--- config.mk ---
export PLATFORM = sky130hd
export DESIGN_NAME = retire_trace_buffer
export DESIGN_NICKNAME = d
export VERILOG_FILES = /design/src/rtl/retire_trace_buffer_pkg.sv /design/src/rtl/retire_trace_buffer_sync_fifo_fwft.sv /design/src/rtl/retire_trace_buffer.sv
export SDC_FILE = /design/constraint.sdc
export NUM_CORES = 1
export LEC_CHECK = 0
export ABC_AREA = 1
export CORE_MARGIN = 2
export CORE_UTILIZATION = 57
export CTS_BUF_LIST = sky130_fd_sc_hd__clkbuf_8 sky130_fd_sc_hd__clkbuf_16
export DETAILED_ROUTE_END_ITERATION = 6
export HOLD_SLACK_MARGIN = 0.02
export PLACE_DENSITY = 0.75
export REMOVE_ABC_BUFFERS = 1
export SKIP_CTS_REPAIR_TIMING = 1
export SYNTH_ARGS = -nofsm -noshare
export SYNTH_HDL_FRONTEND = slang
export SYNTH_HIERARCHICAL = 1
export SYNTH_SLANG_ARGS = --single-unit
--- constraint.sdc ---
create_clock -name clk -period 8.2 [get_ports clk]
set_input_delay 1.64 -clock clk [delete_from_list [all_inputs] [get_ports clk]]
set_output_delay 1.64 -clock clk [all_outputs]
set_load 0.03 [all_outputs]
--- src/rtl/retire_trace_buffer_pkg.sv ---
// retire_trace_buffer_pkg: retire record layout shared with the CPU retire packer
package retire_trace_buffer_pkg;
  localparam int REC_W     = 70;
  localparam int PC_LSB    = 0;
  localparam int WDATA_LSB = 32;
  localparam int WADDR_LSB = 64;
  localparam int WEN_BIT   = 69;
  typedef struct packed {
    logic [4:0]  waddr;
    logic [31:0] wdata;
    logic [31:0] pc;
  } trace_rec_t;
  localparam int HEAD_W = $bits(trace_rec_t);
  function automatic logic writes_reg(input logic [REC_W-1:0] rec);
    return rec[WEN_BIT] && (rec[WADDR_LSB +: 5] != 5'd0);
  endfunction
endpackage

--- src/rtl/retire_trace_buffer_sync_fifo_fwft.sv ---
// sync_fifo_fwft: first-word-fall-through FIFO that accepts a push into a full queue when a pop frees a slot the same cycle
module sync_fifo_fwft #(
  parameter int WIDTH = 69,
  parameter int DEPTH = 16
) (
  input  logic             clk,
  input  logic             rst,
  input  logic             clear_i,
  input  logic             push_i,
  input  logic             pop_i,
  input  logic [WIDTH-1:0] din_i,
  output logic             full_o,
  output logic             empty_o,
  output logic [WIDTH-1:0] dout_o
);
  localparam int AW = $clog2(DEPTH);
  logic [WIDTH-1:0] mem_q [DEPTH];
  logic [AW-1:0] wptr_q, rptr_q;
  logic [AW:0] cnt_q, cnt_d;
  logic wr, rd;
  // acceptance and occupancy next state
  always_comb begin
    full_o  = cnt_q == (AW+1)'(DEPTH);
    empty_o = cnt_q == '0;
    rd      = pop_i && !empty_o;
    wr      = push_i && (!full_o || rd);
    cnt_d   = cnt_q + (AW+1)'(wr) - (AW+1)'(rd);
    dout_o  = mem_q[rptr_q];
  end
  // pointers and count; flush drops all queued entries
  always_ff @(posedge clk) begin
    if (rst || clear_i) begin
      wptr_q <= '0;
      rptr_q <= '0;
      cnt_q  <= '0;
    end else begin
      wptr_q <= wptr_q + AW'(wr);
      rptr_q <= rptr_q + AW'(rd);
      cnt_q  <= cnt_d;
    end
  end
  // storage array, no reset needed since pointers define validity
  always_ff @(posedge clk) begin
    if (wr) mem_q[wptr_q] <= din_i;
  end
endmodule

--- src/rtl/retire_trace_buffer.sv ---
// retire_trace_buffer: queues register-writing retirements for a trace sink, counting overflow instead of stalling
module retire_trace_buffer
  import retire_trace_buffer_pkg::*;
#(
  parameter int DEPTH = 16,
  parameter int CNT_W = 32
) (
  input  logic             clk,
  input  logic             rst,
  input  logic [REC_W-1:0] inst_retire,
  input  logic             clear,
  output logic             trace_valid,
  input  logic             trace_ready,
  output logic [31:0]      trace_pc,
  output logic [4:0]       trace_waddr,
  output logic [31:0]      trace_wdata,
  output logic [CNT_W-1:0] retire_cnt,
  output logic [CNT_W-1:0] drop_cnt,
  output logic             overflow
);
  logic push, pop, drop, full, empty;
  trace_rec_t din, head;
  logic [CNT_W-1:0] retire_cnt_q, retire_cnt_d, drop_cnt_q, drop_cnt_d;
  logic overflow_q;
  // qualification, drop detection and saturating counter next state
  always_comb begin
    push         = writes_reg(inst_retire);
    pop          = trace_valid && trace_ready;
    drop         = push && full && !pop;
    din          = '{waddr: inst_retire[WADDR_LSB +: 5], wdata: inst_retire[WDATA_LSB +: 32], pc: inst_retire[PC_LSB +: 32]};
    retire_cnt_d = retire_cnt_q + CNT_W'(push && !(&retire_cnt_q));
    drop_cnt_d   = drop_cnt_q + CNT_W'(drop && !(&drop_cnt_q));
  end
  sync_fifo_fwft #(.WIDTH(HEAD_W), .DEPTH(DEPTH)) u_fifo (
    .clk     (clk),
    .rst     (rst),
    .clear_i (clear),
    .push_i  (push),
    .pop_i   (pop),
    .din_i   (din),
    .full_o  (full),
    .empty_o (empty),
    .dout_o  (head)
  );
  // counters and sticky overflow; clear acts exactly like reset
  always_ff @(posedge clk) begin
    if (rst || clear) begin
      retire_cnt_q <= '0;
      drop_cnt_q   <= '0;
      overflow_q   <= 1'b0;
    end else begin
      retire_cnt_q <= retire_cnt_d;
      drop_cnt_q   <= drop_cnt_d;
      overflow_q   <= overflow_q || drop;
    end
  end
  assign trace_valid = !empty;
  assign trace_pc    = head.pc;
  assign trace_waddr = head.waddr;
  assign trace_wdata = head.wdata;
  assign retire_cnt  = retire_cnt_q;
  assign drop_cnt    = drop_cnt_q;
  assign overflow    = overflow_q;
endmodule
==> results.txt <==
Status: finished, final reports clean
RSZ-0062 raised after global routing: no
Number of global-route vias before repair: 34300
Total track usage: 0.2663
Slew headroom: 0.2464
Hold Path Depth: 2
Worst min-delay path category: register to register
Grt ovf: 0
Fin crit period: 5.940 ns
Hold Path Origin: overflow
Vias per inst: 5.474
Delay of the slowest cell on the worst path: 0.80 ns
Overall power: 12.34 mW
RR Endpoint: u_fifo/mem_q[15][42]
Area occupied by registers: 34730 sq um
H-tree depth: 3
Crit end category: primary output
Total CTS buffers: 117
Maximum vdd ir drop: 0.1828 mV
CP Max Fanout: 76
Max-cap check violation count: 0
Max Clk Rate: 168.4 MHz
P&R area growth vs syn: 12.80%
CTS tree: done
Initial antenna violation count: 3
Seq cells post-synth: 1182
Register-to-Register Path Depth: 12
Worst-Margin Slew: 1.130 ns
Die Y: 304.2 um
Synth Warn #: 6
Multi-input gate area: 12150 sq um
Fin util: 0.6468
Starting density of the core: 0.5734
Setup violators final: 0
Root Buffer: clkbuf_16
Post-Route WL: 125200 um
CP max stage cell: dfxtp_4
Hold_ws: 0.4464 ns
Pwr Density: 213.0 nW/um^2
Post-Syn Area per Cell: 10.10 sq um
Slew Limit Fails: 0
Cell count after synthesis: 5087
Core ar.: 89600 sq um
Leakage power: 24.05 nW
Pin count of the biggest net entering global routing: 189
Share of layout cells above drive strength 1: 0.05279
Wire length per cell: 19.26 um
Unique masters post-synth: 33
CTS clk-pin slew, worst paths: 0.06 ns
Port bufs: 208
Setup CP Type: register to primary output
Placement Rows: 110
Most frequent CP cell: nand2_1
Global-route wire length before repair: 192200 um
CP Cell Sequence: buf_4, buf_4, nand2_1, nand2_1, nand2_1, nand3_1, nand3_1, nand2_1, clkdlybuf4s50_1
Fin nets: 5322
Period utilisation layout: 0.7244
WP data required: 6.56 ns
Io pins: 209
Seq/Total Area, Yosys: 0.6757
CP arrival: 4.30 ns
Post-Syn Area: 51370 sq um
Num Clock Sinks: 1182
Vias post-DR: 35590
Worst path bufs/invs: 3
Worst R2R Start: u_fifo/cnt_q[3]
CTS max path bufs: 3
Post-DRT Antenna Nets: 0
R2R Setup Slk: 4.95 ns
Final Wtd Congestion: 0.8511
Final Hold Vio Count: 0
Critical path's top delay family: buffers and inverters
DRC viols: 0
Clock skew: 0.02048 ns
1st-pass router iterations: 6
Worst Setup Start Kind: register
Post-detail-place hpwl: 66410 um
Hold EP: overflow
Initial DRC Count: 3860
Filler cells: 6669
Horiz. Die Dim: 304.2 um
Die ar.: 92550 sq um
Worst skew pair latency: 0.70 ns
==> worst max path at each step <==
stage,from,to,slack (ns),cells past startpoint
6_report,u_fifo/rptr_q[0],trace_waddr[0],2.26,9
5_1_grt,u_fifo/rptr_q[0],trace_waddr[0],2.05,9
4_1_cts,u_fifo/rptr_q[0],trace_wdata[0],2.21,9
3_5_place_dp,u_fifo/rptr_q[0],trace_wdata[0],2.92,9
3_3_place_gp,u_fifo/rptr_q[0],trace_wdata[0],2.91,9
2_1_floorplan,u_fifo/rptr_q[0],trace_pc[0],-17.96,6
==> worst min-delay path, cell delays in order (launching register included) <==
cell	delay (ns)
dfxtp_1	0.30
inv_1	0.04
a21oi_1	0.05
==> layout make-up <==
class | count | share of cell area
Clock buffer | 120 | 0.05182
Clock inverter | 89 | 0.01105
Inverter | 896 | 0.05842
Tap cell | 1176 | 0.02539
Timing Repair Buffer | 264 | 0.04426
Antenna cell | 2 | 0.00008636
Multi-Input combinational cell | 2772 | 0.2097
Sequential cell | 1182 | 0.5993
==> cells in the mapped netlist <==
cell | n | area [sq um]
nor2_8 | 3 | 60.06
o21ai_0 | 9 | 45.04
nand2_2 | 8 | 50.05
nand4_1 | 4 | 25.02
nor3_1 | 17 | 85.08
xor2_1 | 11 | 96.34
ha_1 | 14 | 175.2
nand2_1 | 1608 | 6036
nor2_1 | 142 | 533.0
inv_1 | 889 | 3337
xnor2_1 | 3 | 26.28
nor3b_1 | 1 | 7.510
inv_2 | 5 | 18.77
edfxtp_1 | 1104 | 33150
buf_1 | 28 | 105.1
buf_6 | 5 | 56.30
clkbuf_1 | 41 | 153.9
o21a_1 | 4 | 30.03
a21oi_1 | 47 | 235.2
nand3_2 | 1 | 10.01
nand3_1 | 860 | 4304
dfxtp_1 | 78 | 1562
nor2_2 | 16 | 100.1
fa_1 | 1 | 20.02
nand3b_1 | 1 | 7.510
and2_1 | 2 | 12.51
buf_2 | 125 | 625.6
nand2_4 | 5 | 56.30
nor2_4 | 12 | 135.1
or2_1 | 2 | 12.51
buf_4 | 38 | 285.3
clkinv_1 | 2 | 7.510
o21ai_2 | 1 | 8.760
==> power by group <==
part / leakage [nW] / internal, mW / switching [mW] / total, mW
logic: 11.6 / 0.177 / 0.395 / 0.573
clock network: 1.88 / 2.91 / 2.20 / 5.11
registers: 10.6 / 6.64 / 0.0155 / 6.66
==> placed cells by master, fill, tap and decap left out, types with 9 or more instances in the layout <==
cell,netlist,final
o21ai_0,9,9
clkinv_1,2,32
edfxtp_1,1104,1104
clkbuf_16,0,120
dfxtp_1,78,74
buf_4,38,51
nor3_2,0,16
bufinv_16,0,9
a21oi_1,47,47
xor2_1,11,11
nand3_1,860,860
nor2_2,16,16
clkdlybuf4s50_1,0,208
nand2_1,1608,1608
nor2_4,12,12
clkinv_2,0,16
ha_1,14,14
nor2_1,142,142
inv_1,889,914
==> registers in the layout, indices dropped and copies added, names as in the netlist <==
register       cells
overflow           1
u_fifo/cnt_q       5
u_fifo/rptr_q      4
retire_cnt        32
u_fifo/wptr_q      4
u_fifo/mem_q    1104
drop_cnt          32
==> stage by stage <==
stage | area (sq um) | setup WS [ns] | TNS, ns | instances
floorplan | 50150 | -17.96 | -1246.85 | 4850
CTS | 57950 | 2.210 | 0 | 6499
finish | 57950 | 2.260 | 0 | 6501
global route | 57950 | 2.047 | 0 | 6501
detailed placement | 54300 | 2.922 | 0 | 6290
global placement | 54300 | 2.909 | 0 | 6290
==> per-layer routing <==
layer / wire [um] / track usage / share of wire / up-vias
met2: 60760 / 0.4469 / 0.49 / 1800
met3: 11990 / 0.04262 / 0.096 / 230
met4: 3510 / 0.09671 / 0.028 / 2
met1: 48920 / 0.3532 / 0.39 / 16880
met5: 12 / 0 / 0.000096 / -
li1: - / - / - / 16680
==> logic make-up (layout without fill, tap and decap cells) <==
logic type / count (synthesis) / count (layout) / synth area share
buffers and inverters: 1133 / 1369 / 0.08933
adders and majority gates: 15 / 15 / 0.003799
and+or+nand+nor: 2682 / 2682 / 0.2226
xor gates and xnor gates: 14 / 14 / 0.002387
DFF: 1182 / 1182 / 0.6757
AOI/OAI and AO/OA: 61 / 61 / 0.006211
other: 0 / 2 / 0
(Power assumes the default switching activity.)
